--- src/rtl/uart_pkg.sv ---
// Shared UART definitions: bit-period math, transmitter state encoding and frame length.
package uart_pkg;

    localparam int unsigned BYTE_W = 8;

    typedef enum logic [1:0] {
        IDLE  = 2'd0,
        START = 2'd1,
        DATA  = 2'd2,
        STOP  = 2'd3
    } tx_state_e;

    function automatic int unsigned clks_per_bit(input int unsigned clk_hz, input int unsigned baud);
        return clk_hz / baud;
    endfunction

    // Clock cycles from the start-bit edge to the end of the last stop bit.
    function automatic int unsigned frame_clks(input int unsigned cpb, input int unsigned stop_bits);
        return (9 + stop_bits) * cpb;
    endfunction

endpackage

--- src/rtl/byte_fifo.sv ---
// Byte FIFO with show-ahead read; full/empty derived from an occupancy counter.
module byte_fifo import uart_pkg::*; #(
    parameter int unsigned DEPTH = 4
) (
    input  logic              clk,
    input  logic              rst,
    input  logic              wr_en,
    input  logic [BYTE_W-1:0] wr_data,
    input  logic              rd_en,
    output logic [BYTE_W-1:0] rd_data,
    output logic              full,
    output logic              empty
);

    localparam int unsigned PTR_W = $clog2(DEPTH);
    localparam int unsigned CNT_W = PTR_W + 1;

    logic [BYTE_W-1:0] mem [DEPTH];
    logic [PTR_W-1:0]  wr_ptr;
    logic [PTR_W-1:0]  rd_ptr;
    logic [CNT_W-1:0]  count;
    logic              do_wr;
    logic              do_rd;

    assign full    = (count == CNT_W'(DEPTH));
    assign empty   = (count == '0);
    assign do_wr   = wr_en & ~full;
    assign do_rd   = rd_en & ~empty;
    assign rd_data = mem[rd_ptr];

    // Pointers wrap naturally at DEPTH since DEPTH is a power of two.
    always_ff @(posedge clk) begin
        if (rst) begin
            wr_ptr <= '0;
            rd_ptr <= '0;
            count  <= '0;
        end else begin
            if (do_wr) wr_ptr <= wr_ptr + PTR_W'(1);
            if (do_rd) rd_ptr <= rd_ptr + PTR_W'(1);
            case ({do_wr, do_rd})
                2'b10:   count <= count + CNT_W'(1);
                2'b01:   count <= count - CNT_W'(1);
                default: count <= count;
            endcase
        end
    end

    always_ff @(posedge clk) begin
        if (do_wr) mem[wr_ptr] <= wr_data;
    end

endmodule

--- src/rtl/uart_tx_fifo.sv ---
// UART transmitter (8N1/8N2) fed by a small byte FIFO with a valid/ready push interface.
module uart_tx_fifo import uart_pkg::*; #(
    parameter int unsigned CLK_HZ     = 12000000,
    parameter int unsigned BAUD       = 115200,
    parameter int unsigned FIFO_DEPTH = 4,
    parameter int unsigned STOP_BITS  = 1
) (
    input  logic              clk,
    input  logic              rst,
    input  logic [BYTE_W-1:0] in_data,
    input  logic              in_valid,
    output logic              in_ready,
    output logic              tx,
    output logic              busy
);

    localparam int unsigned CPB       = clks_per_bit(CLK_HZ, BAUD);
    localparam int unsigned STOP_CLKS = STOP_BITS * CPB;
    localparam int unsigned CNT_W     = $clog2(STOP_CLKS);
    localparam logic [CNT_W-1:0] BIT_RELOAD  = CNT_W'(CPB - 1);
    localparam logic [CNT_W-1:0] STOP_RELOAD = CNT_W'(STOP_CLKS - 1);

    tx_state_e         state;
    tx_state_e         state_d;
    logic [CNT_W-1:0]  cnt;
    logic [CNT_W-1:0]  cnt_d;
    logic [2:0]        bit_idx;
    logic [2:0]        bit_idx_d;
    logic [BYTE_W-1:0] shift;
    logic [BYTE_W-1:0] shift_d;
    logic              tx_d;
    logic              pop;
    logic              ready_en;
    logic              wr_en;
    logic              fifo_full;
    logic              fifo_empty;
    logic [BYTE_W-1:0] fifo_rd_data;

    // ready_en keeps in_ready low through reset and releases it on the first edge after.
    assign in_ready = ready_en & ~fifo_full;
    assign wr_en    = in_valid & in_ready;

    byte_fifo #(.DEPTH(FIFO_DEPTH)) u_fifo (
        .clk     (clk),
        .rst     (rst),
        .wr_en   (wr_en),
        .wr_data (in_data),
        .rd_en   (pop),
        .rd_data (fifo_rd_data),
        .full    (fifo_full),
        .empty   (fifo_empty)
    );

    always_ff @(posedge clk) begin
        if (rst) state <= IDLE;
        else     state <= state_d;
    end

    always_comb begin
        state_d = state;
        case (state)
            IDLE:    if (!fifo_empty) state_d = START;
            START:   if (cnt == '0) state_d = DATA;
            DATA:    if (cnt == '0 && bit_idx == 3'd7) state_d = STOP;
            STOP:    if (cnt == '0) state_d = fifo_empty ? IDLE : START;
            default: state_d = IDLE;
        endcase
    end

    // Datapath next values; a pop always coincides with driving the start bit.
    always_comb begin
        pop       = 1'b0;
        tx_d      = tx;
        cnt_d     = cnt;
        bit_idx_d = bit_idx;
        shift_d   = shift;
        case (state)
            IDLE: begin
                tx_d = 1'b1;
                if (!fifo_empty) begin
                    pop     = 1'b1;
                    shift_d = fifo_rd_data;
                    tx_d    = 1'b0;
                    cnt_d   = BIT_RELOAD;
                end
            end
            START: begin
                cnt_d = cnt - CNT_W'(1);
                if (cnt == '0) begin
                    tx_d      = shift[0];
                    bit_idx_d = 3'd0;
                    cnt_d     = BIT_RELOAD;
                end
            end
            DATA: begin
                cnt_d = cnt - CNT_W'(1);
                if (cnt == '0) begin
                    if (bit_idx == 3'd7) begin
                        tx_d  = 1'b1;
                        cnt_d = STOP_RELOAD;
                    end else begin
                        shift_d   = shift >> 1;
                        tx_d      = shift[1];
                        bit_idx_d = bit_idx + 3'd1;
                        cnt_d     = BIT_RELOAD;
                    end
                end
            end
            STOP: begin
                cnt_d = cnt - CNT_W'(1);
                if (cnt == '0) begin
                    tx_d = 1'b1;
                    if (!fifo_empty) begin
                        pop     = 1'b1;
                        shift_d = fifo_rd_data;
                        tx_d    = 1'b0;
                        cnt_d   = BIT_RELOAD;
                    end
                end
            end
            default: tx_d = 1'b1;
        endcase
    end

    // busy looks ahead one edge so it tracks the FIFO occupancy and state being registered now.
    always_ff @(posedge clk) begin
        if (rst) begin
            tx       <= 1'b1;
            cnt      <= '0;
            bit_idx  <= '0;
            shift    <= '0;
            busy     <= 1'b0;
            ready_en <= 1'b0;
        end else begin
            tx       <= tx_d;
            cnt      <= cnt_d;
            bit_idx  <= bit_idx_d;
            shift    <= shift_d;
            busy     <= (state_d != IDLE) | wr_en | ~fifo_empty;
            ready_en <= 1'b1;
        end
    end

endmodule

--- config.mk ---
export PLATFORM = sky130hd
export DESIGN_NAME = uart_tx_fifo
export DESIGN_NICKNAME = d
export VERILOG_FILES = /design/src/rtl/uart_pkg.sv /design/src/rtl/byte_fifo.sv /design/src/rtl/uart_tx_fifo.sv
export SDC_FILE = /design/constraint.sdc
export NUM_CORES = 1
export LEC_CHECK = 0
export CAP_MARGIN = 20
export CORE_UTILIZATION = 55
export CTS_BUF_LIST = sky130_fd_sc_hd__clkbuf_4 sky130_fd_sc_hd__clkbuf_8 sky130_fd_sc_hd__clkbuf_16
export DETAILED_ROUTE_END_ITERATION = 12
export PLACE_DENSITY = 0.76
export SYNTH_ARGS = -nofsm -noshare
export SYNTH_HDL_FRONTEND = slang
export SYNTH_SLANG_ARGS = --single-unit
--- constraint.sdc ---
create_clock -name clk -period 3.52 [get_ports clk]
set_input_delay 0.88 -clock clk [delete_from_list [all_inputs] [get_ports clk]]
set_output_delay 0.88 -clock clk [all_outputs]
set_load 0.02 [all_outputs]
==> summary.txt, run 1 <==
GRT
  – Met1 global-route usage: 0.2626
  – Antenna violations before repair: 0
  – First-pass GRT wire length: 8.252 mm
  – GRT Residual Overflow: 0
  – Vias in the first global route: 1812
  – Largest net degree at the start of global routing: 21
  – GR Util All Layers: 0.2003
  – Grt met2 use: 0.3173
  – Most used routing layer: met2
  – GR Layer Usage met3: 0.04819

Power and ir drop
  – VDD IR max: 0.0004219 V
  – Cell Pwr Density: 774.4 nW/um^2
  – Pleak: 1.151 nW

Synth
  – Synth Register Bits: 64
  – Synth Warn #: 0
  – Syn_area_per_cell: 11.44 sq um
  – Cell count after synthesis: 258
  – Netlist cell types: 45
  – Post-synth EDFFs: 32
  – Synth area leaders: edfxtp_1 33%, dfxtp_1 22%, mux4_2 6.1%
  – Synth async-reset ratio: 0
  – Register area share after synthesis: 0.5428
  – Top_reg_cell synth: edfxtp_1
  – Top cell type by total area after synthesis: edfxtp_1
  – Cell area after synthesis: 2950 sq um
  – Post-Syn Nets: 283
  – Top cell type's share of synthesized area: 0.3257

Drt
  – DRC: 0
  – Final ANT Viol Nets: 0
  – DR vias: 1916
  – Wire per inst: 14.54 um
  – Via density: 5.586
  – Drt initial violations: 105
  – Detailed Route WL: 4.988 mm
  – Drt pass-1 iters: 4

Floorplan
  – Std cell rows: 26
  – Initial Utilization: 0.5740
  – Core area: 5140 sq um
  – I/O pin count: 14
  – Die Wd: 75.24 um
  – Die ar.: 5661 sq um
  – Die Y: 75.24 um

Timing
  – Setup ws final: 0.7734 ns
  – Worst-Margin Slew: 0.8754 ns
  – F_max: 364.1 MHz
  – Fin crit period: 2.747 ns
  – Clk_skew: 0.007590 ns
  – RSZ-0062 raised after global routing: false
  – Final setup viols: 0
  – Sum Neg Setup Slack: 0 ns
  – Period utilisation layout: 0.7803
  – Fin. Hold Viols: 0
  – Max_slew headroom: 0.4164
  – Fin. max-slew vios: 0

Layout
  – Area growth syn-to-layout: 12.13%
  – Most frequent cells in the layout: 32 x dfxtp_1, 32 x edfxtp_1, 24 x a21oi_1
  – Layout cells sized above 1: 0.1099
  – Diode count: 0
  – Final net count: 294
  – Fillers: 404
  – Layout Utilization: 0.6436
  – Post-Layout Cell Count: 343

Setup path
  – Crit path max fanout: 4
  – CP Data Arrival Time: 3.01 ns
  – Worst Setup Start Kind: flip-flop
  – Worst reg2reg path endpoint: u_fifo.count[2]
  – Worst-case reg-to-reg path depth: 11
  – Critical path class: flip-flop to flip-flop
  – CP Capture Type: flip-flop
  – Flop-to-flop setup slack: 0.77 ns
  – Crit path required time: 3.78 ns
  – R2r startpoint: cnt[0]

Clock tree
  – CTS tree: built
  – Clock Pin Slew Worst Setup and Hold Paths: 0.07 ns
  – Cts repair resizes: 0
  – Max Buffers Root-to-Sink: 2
  – Clk sinks: 64
  – CTS Buf Count: 9
  – Hold-fix buffers, CTS: 0
  – Postcts setup bufs: 0
  – H-tree levels: 3
  – CTS root buf: clkbuf_8
  – Clock latency on the worst-skew pair: 0.34 ns

Hold path
  – Worst min path class: flip-flop to flip-flop
  – Hold Crit Start: bit_idx[1]
  – Worst Hold End: bit_idx[1]
  – WHS Path Cells: 2

Placement
  – Final weighted congestion in routability-driven placement: 0.8319
  – Port-buffer cells: 13
  – Post-DP HPWL: 3.369 mm
  – Dpl ws: 0.6001 ns
  – Dpl cells: 328

Outcome
  – Status: finished, final reports clean

Flow run
  – Max cap viols: 0
## how the worst max path moves through the flow
stage,slack [ns],to,start,depth (start not counted)
floorplan,1.04,u_fifo.count[2],state[0],10
global placement,0.66,u_fifo.count[2],in_valid,9
detailed placement,0.60,u_fifo.count[2],in_valid,9
CTS,0.78,in_ready,u_fifo.count[1],3
global route,0.48,u_fifo.count[2],cnt[0],11
finish,0.77,u_fifo.count[2],cnt[0],11
## layer usage
metal  routed length [um]  vias up
li1                     -      972
met1                 2399      906
met2                 2339       31
met3                  155        7
met4                   94        0
met5                    0        -
## power breakdown
| part | internal (mW) | switching [mW] | total (mW) | leakage [nW] |
|---|---|---|---|---|
| sequential | 0.908 | 0.0895 | 0.997 | 0.553 |
| clock | 0.392 | 0.276 | 0.668 | 0.103 |
| combinational | 0.364 | 0.533 | 0.897 | 0.495 |
| total | 1.66 | 0.898 | 2.56 | 1.15 |
## cells in the mapped netlist (all sizes together) (2+ instances only)
cell type / n
inv: 12
or3: 10
nor2: 21
and2: 2
nand2: 14
a21oi: 24
mux2i: 8
xnor2: 3
clkbuf: 10
a22oi: 2
edfxtp: 32
o21ai: 24
nand4: 2
xor2: 2
nor3: 6
nand4b: 2
dfxtp: 32
mux4: 8
ha: 13
a211oi: 3
buf: 4
a31oi: 3
and3: 4
## worst max-delay path: stages, from the launching register on
cell     delay (ns)
dfxtp_1        0.33
inv_1          0.06
ha_1           0.19
nor3b_1        0.35
a31oi_1        0.17
nor3_1         0.30
ha_1           0.24
inv_1          0.06
fa_1           0.37
xor2_1         0.16
or3_1          0.30
a21oi_1        0.13
## area by class of cell
type	instances	area [sq um]	area share
Sequential cell	64	1602	0.4841
Clock inverter	6	85.08	0.02572
Tap cell	70	87.58	0.02648
Inverter	12	45.04	0.01362
Timing Repair Buffer	14	137.6	0.04160
Clock buffer	9	123.9	0.03744
Multi-Input combinational cell	168	1227	0.3710
## through the flow
step           hold WS, ns  instance area (sq um)  total power, mW
6_report            0.4573                   3308            2.562
5_1_grt             0.4859                   3308            2.737
4_1_cts             0.4622                   3308            2.567
3_5_place_dp        0.4525                   3099            1.901
3_3_place_gp        0.4469                   3099            1.885
2_1_floorplan       0.4356                   2950            1.731
## state kept, by name (all words and copies together), names as in the netlist, 2 cells and up, named ones only
| name | cells |
|---|---|
| shift | 8 |
| cnt | 7 |
| u_fifo.count | 3 |
| bit_idx | 3 |
| u_fifo.rd_ptr | 2 |
| u_fifo.wr_ptr | 2 |
| state | 2 |
| u_fifo.mem | 32 |
## cells by family after synthesis
logic type,Yosys count,share of synthesized area
AOI/OAI and AO/OA,66,0.1315
buffers and inverters,26,0.04113
xor gates and xnor gates,5,0.01485
muxes,16,0.08821
adders and majority gates,14,0.06192
and+or+nand+nor,67,0.1196
DFF,64,0.5428
Power figures use the tool's default switching activity.
==> run 2: changes to the inputs <==
==> constraint.sdc (replaced) <==
create_clock -name clk -period 2.65 [get_ports clk]
set_input_delay 0.6625 -clock clk [delete_from_list [all_inputs] [get_ports clk]]
set_output_delay 0.6625 -clock clk [all_outputs]
set_load 0.02 [all_outputs]
==> run 2 against run 1 <==
Effect of this change:
- via count up 2.9%
- worst setup slack got worse by 0.57 ns
- cell area increased by 2.0%
- critical path depth did not move
- clock power up 18%
- routed wire length grew 5.1%
- die area stayed put
- sequential power grew 33%
- critical path type unchanged
- largest power group unchanged
==> summary.txt, run 2 (synthesis gave the netlist of run 1 again) <==
Outcome
  – Status: finished, final reports clean

Layout
  – Diode count: 0 (unchanged)
  – Max FFs per register: 32 (unchanged)
  – Largest registers: u_fifo.mem (32), shift (8), cnt (7)
  – Layout Utilization: 0.6568 (+0.01314)
  – Layout cells sized above 1: 0.1555 (+0.04559)
  – Final net count: 304 (+3.4%)
  – Area growth syn-to-layout: 14.42%
  – Design area: 3376 sq um (+2.0%)
  – Register with the most flip-flops: u_fifo.mem
  – Most frequent cells in the layout: 32 x dfxtp_1, 32 x edfxtp_1, 24 x a21oi_1
  – Post-Layout Cell Count: 353 (+2.9%)

GRT
  – GR Util All Layers: 0.2056 (+0.005306)
  – GRT Residual Overflow: 0 (unchanged)
  – Largest net degree at the start of global routing: 31 (+48%)
  – Vias in the first global route: 1837 (+1.4%)
  – Antenna violations before repair: 0 (unchanged)
  – First-pass GRT wire length: 8.438 mm (+2.3%)

Floorplan
  – Die Wd: 75.24 um (unchanged)
  – Die ar.: 5661 sq um (unchanged)
  – I/O pin count: 14 (unchanged)
  – Initial Utilization: 0.5740 (unchanged)
  – Die Y: 75.24 um (unchanged)
  – Core area: 5140 sq um (unchanged)
  – Std cell rows: 26 (unchanged)

Clock tree
  – Clk sinks: 64 (unchanged)
  – Clock latency on the worst-skew pair: 0.33 ns (about the same)
  – Max Buffers Root-to-Sink: 2 (unchanged)
  – Clock Pin Slew Worst Setup and Hold Paths: 0.07 ns (about the same)
  – H-tree levels: 3 (unchanged)
  – CTS Buf Count: 9 (unchanged)
  – Postcts setup bufs: 0 (unchanged)
  – Hold-fix buffers, CTS: 0 (unchanged)
  – Cts repair resizes: 0 (unchanged)
  – CTS tree: built
  – CTS root buf: clkbuf_8

Power and ir drop
  – Comb power frac: 0.380 (+0.030)
  – Sequential share of power: 0.390 (about the same)
  – Cell Pwr Density: 1012 nW/um^2 (+31%)
  – Clock power frac: 0.230 (-0.031)
  – Internal power: 2.190 mW (+32%)
  – Sw frac: 0.3588 (+0.008167)
  – Pleak: 1.197 nW (+4.0%)
  – VDD IR max: 0.0006667 V (+58%)
  – Switching power: 1.225 mW (+36%)

Flow run
  – Max cap viols: 0 (unchanged)

Timing
  – RSZ-0062 raised after global routing: false
  – Hold_ws: 0.4617 ns (+0.004369 ns)
  – Period utilisation layout: 0.9217 (+0.1414)
  – Sum Neg Setup Slack: 0 ns (unchanged)
  – Max_slew headroom: 0.6149 (+0.1984)
  – Clk_skew: 0.004287 ns (-0.003303 ns)
  – Fin. max-slew vios: 0 (unchanged)
  – Worst-Margin Slew: 0.5777 ns (-0.2977 ns)
  – F_max: 409.4 MHz (+12%)
  – Fin crit period: 2.442 ns (-0.3041 ns)
  – Fin. Hold Viols: 0 (unchanged)
  – Final setup viols: 0 (unchanged)

Drt
  – Top sig layer: met4
  – Wire per inst: 14.85 um (+2.1%)
  – DR WL met2: 2.536 mm (+8.4%)
  – Metal-1 WL: 2.466 mm (+2.8%)
  – Drt pass-1 iters: 4 (unchanged)
  – Drt initial violations: 127 (+21%)
  – DR vias: 1971 (+2.9%)
  – Via density: 5.584 (about the same)
  – DRC: 0 (unchanged)
  – Detailed Route WL: 5.241 mm (+5.1%)
  – Final ANT Viol Nets: 0 (unchanged)
  – Met3 wire length: 188 um (+21%)

Placement
  – Dpl cells: 338 (+3.0%)
  – Post-DP HPWL: 3.450 mm (+2.4%)
  – Placed Area: 3174 sq um (+2.4%)
  – Port-buffer cells: 13 (unchanged)
  – Final weighted congestion in routability-driven placement: 0.7982 (-4.1%)

Setup path
  – Critical path class: flip-flop to flip-flop
  – Crit path max fanout: 4 (unchanged)
  – Worst Setup Start Kind: flip-flop
  – CP Data Arrival Time: 2.70 ns (-0.31 ns)
  – Crit path required time: 2.91 ns (-0.87 ns)
  – CP Capture Type: flip-flop

Hold path
  – Worst min path class: flip-flop to flip-flop
==> run 2: cell count changes in the layout (fill, tap and decap cells not counted) <==
cell and delta:
nor3b_2 +1, nor3_1 -1, clkinv_2 +2, nor3b_1 -1, nor3_2 +1, clkinv_1 -1, buf_4 +10, bufinv_16 -1
a31oi_2 +1, a31oi_1 -1
==> run 2: per-layer routing <==
metal | vias to the layer above | GRT usage
met5 | - | 0
li1 | 995 | -
met3 | 6 | 0.05087
met2 | 37 | 0.3383
met1 | 933 | 0.2606
met4 | 0 | 0.08848
==> run 2: metrics by stage <==
stage          setup WS, ns  total power [mW]
6_report             0.2075             3.415
3_3_place_gp         0.1176             2.585
4_1_cts             0.06794             3.399
5_1_grt             0.06081             3.641
2_1_floorplan        0.1656             2.299
3_5_place_dp        0.09017             2.606
==> run 2: final timing paths <==
kind / slack, ns / to / from / cells after the start
setup / recovery: 0.21 / u_fifo.count[2] / cnt[0] / 11
hold / removal: 0.46 / bit_idx[2] / bit_idx[2] / 2
setup reg to reg: 0.21 / u_fifo.count[2] / cnt[0] / 11
hold reg to reg: 0.46 / bit_idx[2] / bit_idx[2] / 2
==> run 2: cell type report <==
class	instances	area (sq um)
clock buffers	9	123.9
clock inverters	6	61.31
fillers	425	1764
inverters	12	45.04
multi-input cells	168	1244
flip-flops and latches	64	1602
well taps	70	87.58
repair buffers	24	212.7
==> run 2: power groups by stage <==
stage,logic (mW),clock network (mW),registers [mW]
after floorplan,0.987,0,1.31
after global placement,1.25,0,1.34
after detailed placement,1.26,0,1.35
after CTS,1.27,0.803,1.33
after global routing,1.45,0.840,1.35
final,1.30,0.785,1.33
==> run 2: critical path, cell delays in order, from the launching register on <==
cell and delay (ns):
dfxtp_1 0.33, inv_1 0.06, ha_1 0.16, nor3b_2 0.22
a31oi_1 0.15, nor3_2 0.20, ha_1 0.21, inv_1 0.06
fa_1 0.37, xor2_1 0.16, or3_1 0.31, a21oi_1 0.15
==> run 3: changes to the inputs <==
--- a/config.mk
+++ b/config.mk
@@ -5,11 +5,12 @@
 export SDC_FILE = /design/constraint.sdc
 export NUM_CORES = 1
 export LEC_CHECK = 0
+export ABC_AREA = 1
 export CAP_MARGIN = 20
 export CORE_UTILIZATION = 55
 export CTS_BUF_LIST = sky130_fd_sc_hd__clkbuf_4 sky130_fd_sc_hd__clkbuf_8 sky130_fd_sc_hd__clkbuf_16
 export DETAILED_ROUTE_END_ITERATION = 12
-export PLACE_DENSITY = 0.76
+export PLACE_DENSITY = 0.75
 export SYNTH_ARGS = -nofsm -noshare
 export SYNTH_HDL_FRONTEND = slang
 export SYNTH_SLANG_ARGS = --single-unit
==> run 3 against run 2 <==
Effect of this change:
- non-clock buffer count decreased by 2
- fmax increased by 0.84%
- synthesized cell count increased by 50%
- critical path depth increased by 3
- routed wire length increased by 11%
- synthesized area increased by 7.8%
- largest cell class unchanged
==> summary.txt, run 3 <==
Drt
  – DRC: 0 (unchanged)
  – Detailed Route WL: 5.808 mm (+11%)
  – Final ANT Viol Nets: 0 (unchanged)
  – DR vias: 2400 (+22%)
  – Wire per inst: 11.95 um (-20%)
  – Drt pass-1 iters: 4 (unchanged)
  – Via density: 4.938 (-12%)
  – Drt initial violations: 113 (-11%)

Synth
  – Synth Warn #: 0 (unchanged)
  – Top cell type's share of synthesized area: 0.3022 (-0.02346)
  – Synth Register Bits: 64 (unchanged)
  – Top_reg_cell synth: edfxtp_1
  – Cell count after synthesis: 387 (+50%)
  – Synth area leaders: edfxtp_1 30%, dfxtp_1 20%, nand2_1 11%
  – Post-Syn Nets: 412 (+46%)
  – Cell area after synthesis: 3179 sq um (+7.8%)
  – Synth async-reset ratio: 0 (unchanged)
  – Top cells by count, synth: 94 x nand2_1, 70 x inv_1, 38 x nor2_1
  – Netlist cell types: 32 (-29%)
  – Register area share after synthesis: 0.5037 (-0.03909)
  – Syn_area_per_cell: 8.215 sq um (-28%)
  – Most numerous cell in the Yosys netlist: nand2_1
  – Top cell type by total area after synthesis: edfxtp_1
  – Post-synth EDFFs: 32 (unchanged)

Setup path
  – Crit path max fanout: 5 (+1)
  – CP Data Arrival Time: 2.65 ns (-0.05 ns)
  – Worst Setup Start Kind: flip-flop
  – Flop-to-flop setup slack: 0.23 ns (+0.02 ns)
  – Critical path class: flip-flop to flip-flop
  – Crit path required time: 2.88 ns (-0.03 ns)
  – CP Capture Type: flip-flop
  – Worst reg2reg path endpoint: u_fifo.count[2]
  – R2r startpoint: state[1]
  – Worst setup startpoint: state[1]
  – Worst-case reg-to-reg path depth: 14 (+3)

Timing
  – RSZ-0062 raised after global routing: false
  – Fin crit period: 2.422 ns (-0.02036 ns)
  – F_max: 412.9 MHz (+0.84%)
  – Clk_skew: 0.006492 ns (+0.002205 ns)
  – Sum Neg Setup Slack: 0 ns (unchanged)
  – Fin. max-slew vios: 0 (unchanged)
  – Fin. Hold Viols: 0 (unchanged)
  – Final setup viols: 0 (unchanged)
  – Max_slew headroom: 0.5490 (-0.06591)
  – Worst-Margin Slew: 0.6758 ns (+0.09811 ns)
  – Period utilisation layout: 0.9140 (-0.007683)
  – Hold_ws: 0.4806 ns (+0.01891 ns)

Clock tree
  – Clock latency on the worst-skew pair: 0.34 ns (about the same)
  – CTS tree: built
  – CTS root buf: clkbuf_8
  – H-tree levels: 3 (unchanged)
  – Cts repair resizes: 0 (unchanged)
  – CTS Buf Count: 9 (unchanged)
  – Hold-fix buffers, CTS: 0 (unchanged)
  – Clk sinks: 64 (unchanged)
  – Clock Pin Slew Worst Setup and Hold Paths: 0.07 ns (about the same)
  – Postcts setup bufs: 0 (unchanged)
  – Max Buffers Root-to-Sink: 2 (unchanged)

Power and ir drop
  – VDD IR max: 0.0005966 V (-11%)
  – Final Power: 4.044 mW (+18%)
  – Pleak: 1.666 nW (+39%)
  – Cell Pwr Density: 1123 nW/um^2 (+11%)

Hold path
  – Worst min path class: flip-flop to flip-flop
  – Worst Hold End: tx
  – WHS Path Cells: 2 (unchanged)
  – Hold Crit Start: tx

Floorplan
  – Std cell rows: 27 (+3.8%)
  – Die Wd: 78.03 um (+3.7%)
  – Core area: 5540 sq um (+7.8%)
  – Initial Utilization: 0.5738 (about the same)
  – Die ar.: 6089 sq um (+7.6%)
  – Die Y: 78.03 um (+3.7%)
  – I/O pin count: 14 (unchanged)

Layout
  – Register with the most flip-flops: u_fifo.mem
  – Post-Layout Cell Count: 486 (+38%)
  – Commonest non-fill, non-tap cell in the layout: nand2_1
  – FF/Latch Area: 1602 sq um (unchanged)
  – Design area: 3602 sq um (+6.7%)
  – Fillers: 456 (+7.3%)
  – Most frequent cells in the layout: 94 x nand2_1, 70 x inv_1, 38 x nor2_1
  – Final net count: 434 (+43%)
  – Area growth syn-to-layout: 13.30%
  – Max FFs per register: 32 (unchanged)
  – Largest registers: u_fifo.mem (32), shift (8), cnt (7)
  – Diode count: 0 (unchanged)
  – Area of the multi-input gates: 1235 sq um (-0.70%)
  – Layout cells sized above 1: 0.09903 (-0.05644)

GRT
  – Largest net degree at the start of global routing: 22 (-29%)
  – GR Util All Layers: 0.2097 (+0.004067)
  – Vias in the first global route: 2228 (+21%)
  – Antenna violations before repair: 0 (unchanged)
  – GRT Residual Overflow: 0 (unchanged)
  – First-pass GRT wire length: 9.597 mm (+14%)

Placement
  – Port-buffer cells: 13 (unchanged)
  – Placed Area: 3398 sq um (+7.1%)
  – Dpl cells: 470 (+39%)
  – Final weighted congestion in routability-driven placement: 0.8775 (+9.9%)
  – Post-DP HPWL: 4.011 mm (+16%)

Flow run
  – Max cap viols: 0 (unchanged)

Outcome
  – Status: finished, final reports clean
## run 3: changes by cell type in the layout (fill, tap and decap cells not counted), sizes merged, moves of 8 or more
cell   change
nand2     +84
inv       +61
nand3     +29
nor2      +22
or3       -10
mux4       -8
## run 3: cells by family after synthesis
logic type               after synthesis  share of synthesized area
AO/OA/AOI/OAI                         45                    0.07911
flip-flops                            64                     0.5037
multiplexers                           6                    0.01889
XOR/XNOR                               2                   0.005511
adder cells (fa/ha/maj)               14                    0.05746
buffers and inverters                 84                     0.1078
AND/OR/NAND/NOR                      172                     0.2275
## run 3: stage by stage
step / worst slack [ns] / utilization
floorplan: 0.3674 / -
global placement: 0.3616 / 0.6134
detailed placement: 0.2668 / 0.6134
CTS: 0.2400 / 0.6502
global route: 0.006611 / 0.6502
finish: 0.2279 / 0.6502
## run 3: per-layer routing
layer	vias up	global-route usage	part of all wire
met5	-	0	0
met4	0	0.09630	0.018
met3	10	0.06744	0.048
met2	39	0.3611	0.48
met1	1093	0.2367	0.46
li1	1258	-	-
## run 3: worst max-delay path by stage
stage	end
CTS	u_fifo.count[2]
floorplan	u_fifo.count[2]
detailed placement	u_fifo.count[2]
finish	u_fifo.count[2]
global route	u_fifo.count[2]
global placement	u_fifo.count[2]
## run 3: power by group
group / switching (mW) / internal [mW] / total [mW]
clock network: 0.362 / 0.467 / 0.829
registers: 0.120 / 1.24 / 1.36
logic: 1.21 / 0.651 / 1.86
total: 1.69 / 2.36 / 4.04
## run 3: worst max-delay path: stages (launching register included)
cell	delay (ns)
dfxtp_1	0.42
inv_1	0.12
ha_1	0.28
inv_1	0.14
nand2_1	0.09
inv_1	0.09
nand2_2	0.08
inv_2	0.06
ha_1	0.13
inv_1	0.06
fa_1	0.38
a21oi_1	0.14
o21ai_0	0.11
o21ai_0	0.15
a21oi_1	0.06
## run 3: cell type report
type / instances / share of cell area
flip-flops and latches: 64 / 0.4446
multi-input cells: 239 / 0.3428
well taps: 72 / 0.02501
repair buffers: 22 / 0.05488
clock inverters: 2 / 0.003473
inverters: 73 / 0.07607
clock buffers: 14 / 0.05314
